===== config.mk =====
export PLATFORM = sky130hd
export DESIGN_NAME = nn_run_ctrl
export DESIGN_NICKNAME = d
export VERILOG_FILES = /design/src/rtl/nn_run_ctrl.sv
export SDC_FILE = /design/constraint.sdc
export NUM_CORES = 1
export LEC_CHECK = 0
export ABC_AREA = 1
export BUFFER_PORTS_ARGS = -buffer_cell sky130_fd_sc_hd__buf_2
export CELL_PAD_IN_SITES_DETAIL_PLACEMENT = 2
export CELL_PAD_IN_SITES_GLOBAL_PLACEMENT = 2
export CORE_MARGIN = 2
export CORE_UTILIZATION = 34
export CTS_CLUSTER_DIAMETER = 150
export DETAILED_ROUTE_END_ITERATION = 10
export GPL_TIMING_DRIVEN = 0
export PLACE_DENSITY_LB_ADDON = 0.1
export SETUP_SLACK_MARGIN = 0.02
export SLEW_MARGIN = 40
export SYNTH_ARGS = -nofsm -noshare
export SYNTH_HDL_FRONTEND = slang
export SYNTH_SLANG_ARGS = --single-unit

===== constraint.sdc =====
create_clock -name clk -period 2.2 [get_ports clk]
set_input_delay 0.55 -clock clk [delete_from_list [all_inputs] [get_ports clk]]
set_output_delay 0.55 -clock clk [all_outputs]
set_load 0.02 [all_outputs]

===== src/rtl/nn_run_ctrl.sv =====
// nn_run_ctrl
// Sequences one classifier run per received UART frame. Start/train pulses
// from the frame parser launch the compute engine with a latched mode. The
// block then waits for completion or a timeout and returns a two-byte
// response (header, payload) over a byte-wide ready/valid TX interface.
// Start pulses that arrive while a run is in progress are dropped and
// reported through the sticky overrun flag.
//
// Ports:
//   clk, rst          system clock, asynchronous active-high reset
//   train, start      one-cycle pulses from the frame parser
//   nn_done, nn_label engine completion and result (sampled only while waiting)
//   nn_go, nn_train   launch pulse and run mode to the engine
//   tx_data, tx_valid response byte stream
//   tx_ready          TX sink accepts a byte when tx_valid && tx_ready
//   clr_err           synchronous clear of the sticky flags
//   busy              a run is in progress
//   overrun           sticky: a start pulse was dropped while busy
//   timeout_err       sticky: a run was aborted on timeout
module nn_run_ctrl #(
    parameter logic [23:0] TIMEOUT  = 24'd50000,
    parameter logic [7:0]  RESP_HDR = 8'hFF,
    parameter logic [7:0]  ACK_BYTE = 8'hAA,
    parameter logic [7:0]  ERR_BYTE = 8'hEE
) (
    input  logic       clk,
    input  logic       rst,
    input  logic       train,
    input  logic       start,
    input  logic       nn_done,
    input  logic [3:0] nn_label,
    output logic       nn_go,
    output logic       nn_train,
    output logic [7:0] tx_data,
    output logic       tx_valid,
    input  logic       tx_ready,
    input  logic       clr_err,
    output logic       busy,
    output logic       overrun,
    output logic       timeout_err
);

    typedef enum logic [2:0] {
        S_IDLE   = 3'd0,
        S_LAUNCH = 3'd1,
        S_WAIT   = 3'd2,
        S_HDR    = 3'd3,
        S_PAY    = 3'd4
    } state_t;

    typedef enum logic [1:0] {
        RES_TRAIN = 2'd0,
        RES_TEST  = 2'd1,
        RES_ERR   = 2'd2
    } result_t;

    // Last counter value allowed in S_WAIT before the run is aborted.
    localparam logic [23:0] TIMEOUT_LAST = TIMEOUT - 24'd1;

    state_t      state_q, state_d;
    result_t     result_q, result_d;
    logic [23:0] cnt_q, cnt_d;
    logic [3:0]  label_q, label_d;
    logic        pend_train_q, pend_train_d;
    logic        nn_go_q, nn_go_d;
    logic        nn_train_q, nn_train_d;
    logic [7:0]  tx_data_q, tx_data_d;
    logic        tx_valid_q, tx_valid_d;
    logic        busy_q, busy_d;
    logic        overrun_q, overrun_d;
    logic        timeout_err_q, timeout_err_d;
    logic        timeout_hit_s;

    // Payload byte for a finished run.
    function automatic logic [7:0] payload_byte(input result_t res, input logic [3:0] lbl);
        logic [7:0] b;
        case (res)
            RES_TRAIN: b = ACK_BYTE;
            RES_TEST:  b = {4'h0, lbl};
            RES_ERR:   b = ERR_BYTE;
            default:   b = ERR_BYTE;
        endcase
        return b;
    endfunction

    // Next-state logic; outputs are precomputed from the next state so
    // that every output leaves a flop.
    always_comb begin
        state_d       = state_q;
        result_d      = result_q;
        cnt_d         = cnt_q;
        label_d       = label_q;
        nn_train_d    = nn_train_q;
        timeout_hit_s = 1'b0;

        case (state_q)
            S_IDLE: begin
                if (start) begin
                    state_d    = S_LAUNCH;
                    // A train pulse in the same cycle as start still counts.
                    nn_train_d = pend_train_q | train;
                end else begin
                    state_d = S_IDLE;
                end
            end
            S_LAUNCH: begin
                cnt_d   = 24'd0;
                state_d = S_WAIT;
            end
            S_WAIT: begin
                cnt_d = cnt_q + 24'd1;
                // Completion takes priority over a coinciding timeout.
                if (nn_done) begin
                    label_d  = nn_label;
                    result_d = nn_train_q ? RES_TRAIN : RES_TEST;
                    state_d  = S_HDR;
                end else if (cnt_q == TIMEOUT_LAST) begin
                    result_d      = RES_ERR;
                    timeout_hit_s = 1'b1;
                    state_d       = S_HDR;
                end else begin
                    state_d = S_WAIT;
                end
            end
            S_HDR: begin
                if (tx_ready) begin
                    state_d = S_PAY;
                end else begin
                    state_d = S_HDR;
                end
            end
            S_PAY: begin
                if (tx_ready) begin
                    state_d    = S_IDLE;
                    nn_train_d = 1'b0;
                end else begin
                    state_d = S_PAY;
                end
            end
            default: begin
                state_d    = S_IDLE;
                nn_train_d = 1'b0;
            end
        endcase

        nn_go_d    = (state_d == S_LAUNCH);
        busy_d     = (state_d != S_IDLE);
        tx_valid_d = (state_d == S_HDR) || (state_d == S_PAY);

        case (state_d)
            S_HDR:   tx_data_d = RESP_HDR;
            S_PAY:   tx_data_d = payload_byte(result_d, label_d);
            default: tx_data_d = 8'h00;
        endcase

        // A start, whether consumed or dropped, always clears the pending mode.
        if (start) begin
            pend_train_d = 1'b0;
        end else if (train) begin
            pend_train_d = 1'b1;
        end else begin
            pend_train_d = pend_train_q;
        end

        // Sticky flags: a set event wins over a simultaneous clear.
        if (start && (state_q != S_IDLE)) begin
            overrun_d = 1'b1;
        end else if (clr_err) begin
            overrun_d = 1'b0;
        end else begin
            overrun_d = overrun_q;
        end

        if (timeout_hit_s) begin
            timeout_err_d = 1'b1;
        end else if (clr_err) begin
            timeout_err_d = 1'b0;
        end else begin
            timeout_err_d = timeout_err_q;
        end
    end

    // State and output registers.
    always_ff @(posedge clk or posedge rst) begin
        if (rst) begin
            state_q       <= S_IDLE;
            result_q      <= RES_TRAIN;
            cnt_q         <= 24'd0;
            label_q       <= 4'd0;
            pend_train_q  <= 1'b0;
            nn_go_q       <= 1'b0;
            nn_train_q    <= 1'b0;
            tx_data_q     <= 8'h00;
            tx_valid_q    <= 1'b0;
            busy_q        <= 1'b0;
            overrun_q     <= 1'b0;
            timeout_err_q <= 1'b0;
        end else begin
            state_q       <= state_d;
            result_q      <= result_d;
            cnt_q         <= cnt_d;
            label_q       <= label_d;
            pend_train_q  <= pend_train_d;
            nn_go_q       <= nn_go_d;
            nn_train_q    <= nn_train_d;
            tx_data_q     <= tx_data_d;
            tx_valid_q    <= tx_valid_d;
            busy_q        <= busy_d;
            overrun_q     <= overrun_d;
            timeout_err_q <= timeout_err_d;
        end
    end

    assign nn_go       = nn_go_q;
    assign nn_train    = nn_train_q;
    assign tx_data     = tx_data_q;
    assign tx_valid    = tx_valid_q;
    assign busy        = busy_q;
    assign overrun     = overrun_q;
    assign timeout_err = timeout_err_q;

endmodule


# == Word-level counts from Yosys, hierarchy flattened ==
# Index checks and enable logic that the tools add are counted.
# totals
ff_bits,48
output_inout_bits,14
word_cells,64
in_bits,11
# op_classes
eq_ne,11
n_reduce_logical,12
mux,26
bitwise_logic,2
addsub,1
# ops
cell,n
one-hot mux 24 bit (2 select lines),1
one-hot mux 8 bit (2 select lines),2
"adder 24 x 1 -> 24 bit, second input constant",1
"equality test 24 x 16 -> 1 bit, second input constant",1
one-hot mux 3 bit (5 select lines),1
two-way mux 1 bit,14
"equality test 3 x 2 -> 1 bit, second input constant",3
two-way mux 4 bit,2
nonzero test 2 bit,4
"equality test 3 x 1 -> 1 bit, second input constant",2
"equality test 3 bit, second input constant",2
two-way mux 2 bit,3
two-way mux 3 bit,2
nonzero test 3 bit,2
"inequality test 2 bit, second input constant",2
zero test 3 bit,1
one-hot mux 1 bit (3 select lines),1
AND reduction 3 bit,1
OR reduction 3 bit,1
"equality test 2 x 1 -> 1 bit, second input constant",1
zero test 2 bit,1
logical AND 1 bit,1
logical OR 1 bit,1
NOT 1 bit,1
OR 1 bit,1

# == Depth between registers and ports, before layout ==
# Gate-level depths: netlist of the first run.
# logic_depth
word_depth,7
mapped_depth,11
mapped_depth_nobuf,11

# == Worst setup path after synthesis of the first run ==
# No wires, ideal clock.
# synth_timing
path_type,reg-to-reg
from,register cnt_q[0]
to,register tx_data_q[2] (netlist: tx_data[2])
arrival_ns,1.447
slack_ns,0.629
required_ns,2.076
period_less_slack_ns,1.571
path_stages_with_launch,12
path_cell_list,dfrtp_1 ha_1 nand2_1 nor2_4 nand2_1 nor2_2 nand2_2 nand2_1 nand2_1 inv_2 o21ai_1 nand2_1
# synth_between
elab_chain_len,7
word_cells_on_any_way,13
classes_between,4 x eq/ne; 8 x mux; 1 x reduce/logical
# synth_rtl
element,line_no,text
from (decl),62,"logic [23:0] cnt_q, cnt_d;"
from (signal assigned),201,cnt_q <= cnt_d;
equality test 24 x 16 -> 1 bit *,117,end else if (cnt_q == TIMEOUT_LAST) begin
two-way mux 2 bit *,117,
two-way mux 2 bit *,113,if (nn_done) begin
two-way mux 2 bit *,96,case (state_q)
net result_d[1],61,"result_t result_q, result_d;"
equality test 2 x 1 -> 1 bit / zero test 2 bit (equally long branches),77,case (res)
one-hot mux 8 bit (2 select lines) *,77,
one-hot mux 8 bit (2 select lines) *,150,case (state_d)
net tx_data_d[2],67,"logic [7:0] tx_data_q, tx_data_d;"
to (signal assigned),206,tx_data_q <= tx_data_d;
to (decl),67,
# Mark *: on every way through the listed nets, which the timed path passes. The rest lies on a longest branch.
# A chain may end at the register's enable or synchronous reset.

# == Worst setup path in the final report of the first run ==
# layout_timing
from,register cnt_q[0]
to,register tx_data_q[1] (netlist: tx_data[1])
# layout_between
elab_chain_len,7
word_cells_on_any_way,13
classes_between,4 x eq/ne; 8 x mux; 1 x reduce/logical
# layout_rtl
element,line_no
equality test 24 x 16 -> 1 bit *,117
two-way mux 2 bit,117
two-way mux 2 bit,113
two-way mux 2 bit,96
equality test 2 x 1 -> 1 bit / zero test 2 bit (equally long branches),77
one-hot mux 8 bit (2 select lines),77
one-hot mux 8 bit (2 select lines) *,150
net tx_data_d[1],67
# Marked as above.

==> implementation parameters, run 1 <==
Parameter                              Value

Status
  Status ... completed

Setup path
  Max FO, Critical Path ... 7
  Launching element type of the critical path ... register
  Data required, critical path ... 2.46 ns
  Depth of the most critical reg-to-reg path ... 11
  Arrival time of the worst setup path ... 2.18 ns
  Capturing instance or port of the critical path ... tx_data[1]$_DFF_PP0_
  Type of destination of the critical path ... register
  End of the worst register-to-register path ... tx_data[1]$_DFF_PP0_
  R2R Setup Slk ... ~0.27 ns
  Critical register-to-register path startpoint ... cnt_q[0]$_DFFE_PP0P_
  CP Class ... register to register
  Worst setup path startpoint ... cnt_q[0]$_DFFE_PP0P_

Logic synthesis
  Mean instance size in the synthesized netlist ... between 7 and 8 sq um
  Post-Syn Nets ... between 300 and 400
  Number of enable-type register cells in the synthesized netlist ... 0
  Area fraction of the dominant cell type after synthesis ... 0.472
  Most frequent cell after synthesis ... sky130_fd_sc_hd__nand2_1
  Primary FF master, synth ... sky130_fd_sc_hd__dfrtp_1
  Proportion of synthesized chip area in sequential cells ... 0.472
  Netlist area before placement ... about 2500 sq um
  Number of warnings printed during yosys synthesis ... 0
  Number of different library cells in the post-synthesis netlist ... 30
  Proportion of register bits with asynchronous set or reset after synthesis ... 1.00
  Number of synthesized register bits ... between 40 and 50
  Cell accounting for the most synthesized area ... sky130_fd_sc_hd__dfrtp_1
  Largest cells by area after synthesis ... sky130_fd_sc_hd__dfrtp_1, sky130_fd_sc_hd__nand2_1, sky130_fd_sc_hd__inv_1
  Post-synth top cells ... sky130_fd_sc_hd__nand2_1, sky130_fd_sc_hd__inv_1, sky130_fd_sc_hd__dfrtp_1, sky130_fd_sc_hd__nor2_1, sky130_fd_sc_hd__nand3_1
  Cells after synthesis ... about 330

Die
  Area of the core region ... between 7000 and 8000 sq um
  Floorplan die width ... 89.6 um
  Floorplan die height ... roughly 90 um
  # rows ... 31
  Starting density of the core ... 0.347
  Number of ports placed on the die boundary ... 25
  Full die area ... 8020 sq um

Clock network
  Clock latency of the later-clocked register in the worst-skew pair ... just over 0.3 ns
  Clock slew at reported path FFs ... around 0.10 ns
  Number of buffers between clock root and the deepest sink ... 2
  Total number of clock tree sinks ... 47
  TritonCTS clock tree ... built
  Root buffer cell ... sky130_fd_sc_hd__clkbuf_8
  Clock buffer count from CTS ... 5
  Clock H-tree levels ... 2

STA
  Final Cycle Share ... 0.875
  Setup repair after global routing missed its margin ... no
  Total count of hold-check failures in the final report ... 0
  Max Clock Freq ... between 500 and 600 MHz
  Relative slew slack ... 0.600
  Maximum clock skew at final layout ... about 0.0059 ns
  Setup violation total in the final timing report ... 0
  Final setup margin ... 0.275 ns
  Transition time of the tightest slew-check pin ... between 0.6 and 0.7 ns
  Final-report max-slew violation count ... 0
  Min Tclk post-route ... roughly 1.9 ns
  Worst Hold Slack ... between 0.15 and 0.2 ns
  Accumulated negative setup slack ... 0 ns

Route
  Via-to-Cell Ratio ... 5.00
  Total vias in the final route ... 2,300
  Post-detailed-route wirelength per cell ... 16.6 um
  Number of nets still failing antenna checks after routing ... 0
  DRT Wirelength ... 7640 um
  Final routed DRC violation total ... 0
  First-pass iteration count of the detailed router ... 3
  Number of design-rule violations left by the first detailed-router iteration ... 50

Global route
  Combined global-route utilization of all metal layers ... 0.212
  Overflow left after global routing ... 0
  Vias in the first global route ... 2,581
  Maximum number of pins on one net before global-route repair ... 34
  Number of antenna violations at the first check in global routing ... 0
  Global-route wire length before repair ... between 10,000 and 15,000 um

Final layout
  Fill cell count ... 856
  Final cell utilization of the core ... 0.397
  Nets ... about 370
  Area Growth Syn to Fin ... 14.4%
  Diode count ... 0
  Sequential Area ... ~1200 sq um
  Multi-input gate area in the final layout ... roughly 1100 sq um
  Fin cells ... 460
  Design Area, Final ... 2850 sq um
  Fraction of layout cells with a size suffix above 1 ... 0.169

Pwr
  Power per Cell Area ... roughly 1000 nW/um^2
  Total leakage power ... between 1 and 1.5 nW
  Total Power ... between 2 and 3 mW
  Maximum VDD drop ... slightly above 0.4 mV

Place
  Post-detail-place hpwl ... roughly 5800 um
  Post-place setup slack ... between 0.15 and 0.2 ns
  Placed inst area ... 2760 sq um
  Routability Congestion ... 0.799
  Input/output buffers ... 24
  Number of cells after detailed placement ... about 450

Flow run
  Max-cap violations ... 0

Worst hold path
  HP Class ... input pin to async pin
-- how the worst min path moves through the flow --
stage / endpoint / slack (ns)
final: state_q[2]$_DFF_PP0_ / 0.16
after global routing: cnt_q[3]$_DFFE_PP0P_ / 0.16
after CTS: cnt_q[3]$_DFFE_PP0P_ / 0.16
after detailed placement: label_q[2]$_DFF_PP0_ / 0.46
after global placement: label_q[0]$_DFF_PP0_ / 0.46
after floorplan: label_q[0]$_DFF_PP0_ / 0.44
-- cells in the final DEF (no fill, tap or decap), drive strengths merged --
cell type   n
buf        28
nor3        7
nand4       6
ha          1
xor2        1
a22oi       2
clkbuf      6
nand2      77
o22ai       4
a21oi      13
or2         1
dfrtp      47
nor2       40
o21ai      29
nand3      36
a32o        1
o32ai       1
a31oi       1
inv        59
clkinv      1
-- routing by layer --
metal / up-vias / share of wire / GRT usage
met2: 23 / 0.54 / 0.406
li1: 1115 / - / -
met1: 1157 / 0.43 / 0.252
met4: 0 / 0.0099 / 0.0448
met3: 5 / 0.016 / 0.0265
met5: - / 0 / 0
-- power by group --
part	switching, mW	internal (mW)	leakage (nW)	total (mW)
clock network	0.335	0.231	0.0489	0.566
registers	0.116	1.05	0.619	1.17
logic	0.821	0.323	0.726	1.14
total	1.27	1.60	1.39	2.88
-- cell type report --
cell class                      count  area share
Buffer                              4     0.00747
Clock buffer                        5      0.0242
Tap cell                           99      0.0435
Inverter                           57      0.0760
Clock inverter                      3     0.00791
Sequential cell                    47       0.413
Multi-Input combinational cell    220       0.379
Timing Repair Buffer               25      0.0492
-- cell families after synthesis --
group | Yosys count | synth area share
xor gates and xnor gates | 1 | 0.00352
buffers and inverters | 61 | 0.0945
DFF | 47 | 0.472
and+or+nand+nor | 167 | 0.311
adders and majority gates | 1 | 0.00502
AOI/OAI and AO/OA | 51 | 0.114
-- repair_timing --
item	4_1_cts	5_1_grt
hold buffers	0	0
resized for setup	0	1
endpoints found under the setup margin	0	1
setup buffers	0	0
-- state kept, by name, summed over array words and instances (netlist names) --
name and flops:
tx_valid 1, tx_data 7, nn_train 1, busy 1, overrun 1, label_q 4, state_q 3, pend_train_q 1
cnt_q 24, result_q 2, nn_go 1, timeout_err 1
-- worst max-delay path, cell delays in order (launching register included) --
cell and delay [ns]:
sky130_fd_sc_hd__dfrtp_2 0.47, sky130_fd_sc_hd__ha_1 0.29, sky130_fd_sc_hd__nand2_1 0.14, sky130_fd_sc_hd__nor2_4 0.21, sky130_fd_sc_hd__nand2_1 0.10, sky130_fd_sc_hd__nor2_2 0.10, sky130_fd_sc_hd__nand2_2 0.10, sky130_fd_sc_hd__nand2_1 0.09
sky130_fd_sc_hd__nand2_1 0.12, sky130_fd_sc_hd__nand3_1 0.14, sky130_fd_sc_hd__nand2_1 0.06, sky130_fd_sc_hd__nand2_1 0.06
Power figures use the tool's default switching activity.
==> run 2: changes to the inputs <==
==> constraint.sdc (replaced) <==
create_clock -name clk -period 2.2 [get_ports clk]
set_input_delay 0.11 -clock clk [delete_from_list [all_inputs] [get_ports clk]]
set_output_delay 0.11 -clock clk [all_outputs]
set_load 0.02 [all_outputs]
==> run 2 against run 1 <==
Compared with the run above: wire length up 0.58%; sequential power about the same; clock-buffer cell count unchanged; critical endpoint unchanged; fmax grew 0.30%; global-route usage grew 0.13 points; register-to-register slack about the same; largest power group unchanged; clock skew up 0.0023 ns.
==> implementation parameters, run 2 (synthesis gave the netlist of run 1 again) <==
Parameter                              Value

Setup path
  CP Class ... register to register
  Max FO, Critical Path ... 7
  R2R Setup Slk ... 0.28 ns
  Critical register-to-register path startpoint ... cnt_q[0]$_DFFE_PP0P_
  Depth of the most critical reg-to-reg path ... 11
  Data required, critical path ... 2.46 ns
  Launching element type of the critical path ... register
  End of the worst register-to-register path ... tx_data[1]$_DFF_PP0_
  Arrival time of the worst setup path ... between 2 and 2.5 ns
  Type of destination of the critical path ... register

STA
  Final Cycle Share ... 0.872
  Max Clock Freq ... 521 MHz
  Worst Hold Slack ... roughly 0.013 ns
  Min Tclk post-route ... between 1.5 and 2 ns
  Total count of hold-check failures in the final report ... 0
  Final-report max-slew violation count ... 0
  Relative slew slack ... 0.598
  Transition time of the tightest slew-check pin ... just over 0.6 ns
  Setup repair after global routing missed its margin ... no
  Accumulated negative setup slack ... 0 ns
  Maximum clock skew at final layout ... just over 0.008 ns
  Setup violation total in the final timing report ... 0

Final layout
  Final cell utilization of the core ... 0.400
  Fill cell count ... about 850
  Reg with most FFs ... cnt_q
  Diode count ... 0
  Leading cell types in the layout, fill and taps excluded ... sky130_fd_sc_hd__nand2_1, sky130_fd_sc_hd__inv_1, sky130_fd_sc_hd__dfrtp_1
  Nets ... ~370
  Largest register FFs ... 24
  Area Growth Syn to Fin ... 15.2%
  Commonest non-fill, non-tap cell in the layout ... sky130_fd_sc_hd__nand2_1
  Fraction of layout cells with a size suffix above 1 ... 0.168

Route
  First-pass iteration count of the detailed router ... 4
  Via-to-Cell Ratio ... between 5 and 6
  Number of design-rule violations left by the first detailed-router iteration ... 50
  Number of nets still failing antenna checks after routing ... 0
  Final routed DRC violation total ... 0
  Post-detailed-route wirelength per cell ... ~17 um
  DRT Wirelength ... 7680 um
  Total vias in the final route ... 2,320

Clock network
  Total number of clock tree sinks ... 47
  Root buffer cell ... sky130_fd_sc_hd__clkbuf_8
  TritonCTS clock tree ... built
  Clock H-tree levels ... 2
  Clock latency of the later-clocked register in the worst-skew pair ... between 0.3 and 0.4 ns
  Number of buffers between clock root and the deepest sink ... 2
  Clock buffer count from CTS ... 5
  Clock slew at reported path FFs ... roughly 0.1 ns
  Post-CTS setup-driven buffer insertion count ... 0

Die
  Floorplan die height ... 89.6 um
  Floorplan die width ... 89.6 um
  Area of the core region ... between 7000 and 8000 sq um
  # rows ... 31
  Starting density of the core ... 0.347
  Full die area ... 8020 sq um
  Number of ports placed on the die boundary ... 25

Flow run
  Max-cap violations ... 0

Pwr
  Power per Cell Area ... around 1000 nW/um^2
  Total Power ... 2.88 mW
  Maximum VDD drop ... 0.409 mV
  Total leakage power ... roughly 1.4 nW

Worst hold path
  HP Class ... input pin to register
  Hold Path Origin ... nn_done
  Worst Hold Path Cells ... 2
  Terminating pin of the worst hold path ... timeout_err$_DFFE_PP0P_

Global route
  Number of antenna violations at the first check in global routing ... 0
  Vias in the first global route ... about 2,600
  Overflow left after global routing ... 0
  Global-route wire length before repair ... 12,900 um
  Maximum number of pins on one net before global-route repair ... 34
  Combined global-route utilization of all metal layers ... 0.213

Place
  Post-detail-place hpwl ... between 5000 and 6000 um
  Routability Congestion ... approximately 0.8
  Input/output buffers ... 24

Status
  Status ... completed
## run 2: area by class of cell
class / instances / area, sq um / area share
clock inverter: 3 / 22.5 / 0.00785
multi-input combinational: 220 / 1080 / 0.376
clock buffer: 5 / 68.8 / 0.0240
buffer: 4 / 21.3 / 0.00741
timing repair buffer: 27 / 160 / 0.0558
tap: 99 / 124 / 0.0432
inverter: 57 / 216 / 0.0754
sequential: 47 / 1180 / 0.410
## run 2: power by group
part,leakage (nW),switching [mW],internal (mW)
sequential,0.619,0.116,1.05
clock,0.0489,0.335,0.231
combinational,0.734,0.820,0.325
total,1.40,1.27,1.61
## run 2: routing by layer
| metal | wire (um) | part of all wire | track usage | vias up |
|---|---|---|---|---|
| met5 | 0 | 0 | 0 | - |
| met4 | 76 | 0.0099 | 0.0448 | 0 |
| met3 | 124 | 0.016 | 0.0265 | 5 |
| met2 | 4220 | 0.55 | 0.409 | 23 |
| met1 | 3260 | 0.42 | 0.253 | 1171 |
| li1 | - | - | - | 1121 |
## run 2: timing repair
| action | in CTS | in global routing |
|---|---|---|
| resized for setup | 0 | 1 |
| hold endpoints to repair | 15 | 0 |
| hold buffers | 2 | 0 |
| endpoints found under the setup margin | 0 | 1 |
## run 2: worst max-delay path, cell delays in order, from the launching register on
cell                      delay, ns
sky130_fd_sc_hd__dfrtp_2       0.46
sky130_fd_sc_hd__ha_1          0.29
sky130_fd_sc_hd__nand2_1       0.14
sky130_fd_sc_hd__nor2_4        0.21
sky130_fd_sc_hd__nand2_1       0.10
sky130_fd_sc_hd__nor2_2        0.10
sky130_fd_sc_hd__nand2_2       0.10
sky130_fd_sc_hd__nand2_1       0.09
sky130_fd_sc_hd__nand2_1       0.12
sky130_fd_sc_hd__nand3_1       0.14
sky130_fd_sc_hd__nand2_1       0.06
sky130_fd_sc_hd__nand2_1       0.06
## run 2: how the worst max path moves through the flow
stage | to | cells past startpoint | startpoint
2_1_floorplan | tx_data[2]$_DFF_PP0_ | 11 | cnt_q[0]$_DFFE_PP0P_
3_3_place_gp | cnt_q[19]$_DFFE_PP0P_ | 2 | rst
3_5_place_dp | tx_data[1]$_DFF_PP0_ | 11 | cnt_q[0]$_DFFE_PP0P_
4_1_cts | tx_data[1]$_DFF_PP0_ | 11 | cnt_q[0]$_DFFE_PP0P_
5_1_grt | tx_data[1]$_DFF_PP0_ | 11 | cnt_q[0]$_DFFE_PP0P_
6_report | tx_data[1]$_DFF_PP0_ | 11 | cnt_q[0]$_DFFE_PP0P_
## run 2: stage by stage
step,worst slack [ns],cells,area [sq um]
after floorplan,0.629,328,2490
after global placement,0.191,451,2730
after detailed placement,0.195,452,2760
after CTS,0.163,462,2870
after global routing,0.101,462,2870
final,0.281,462,2870
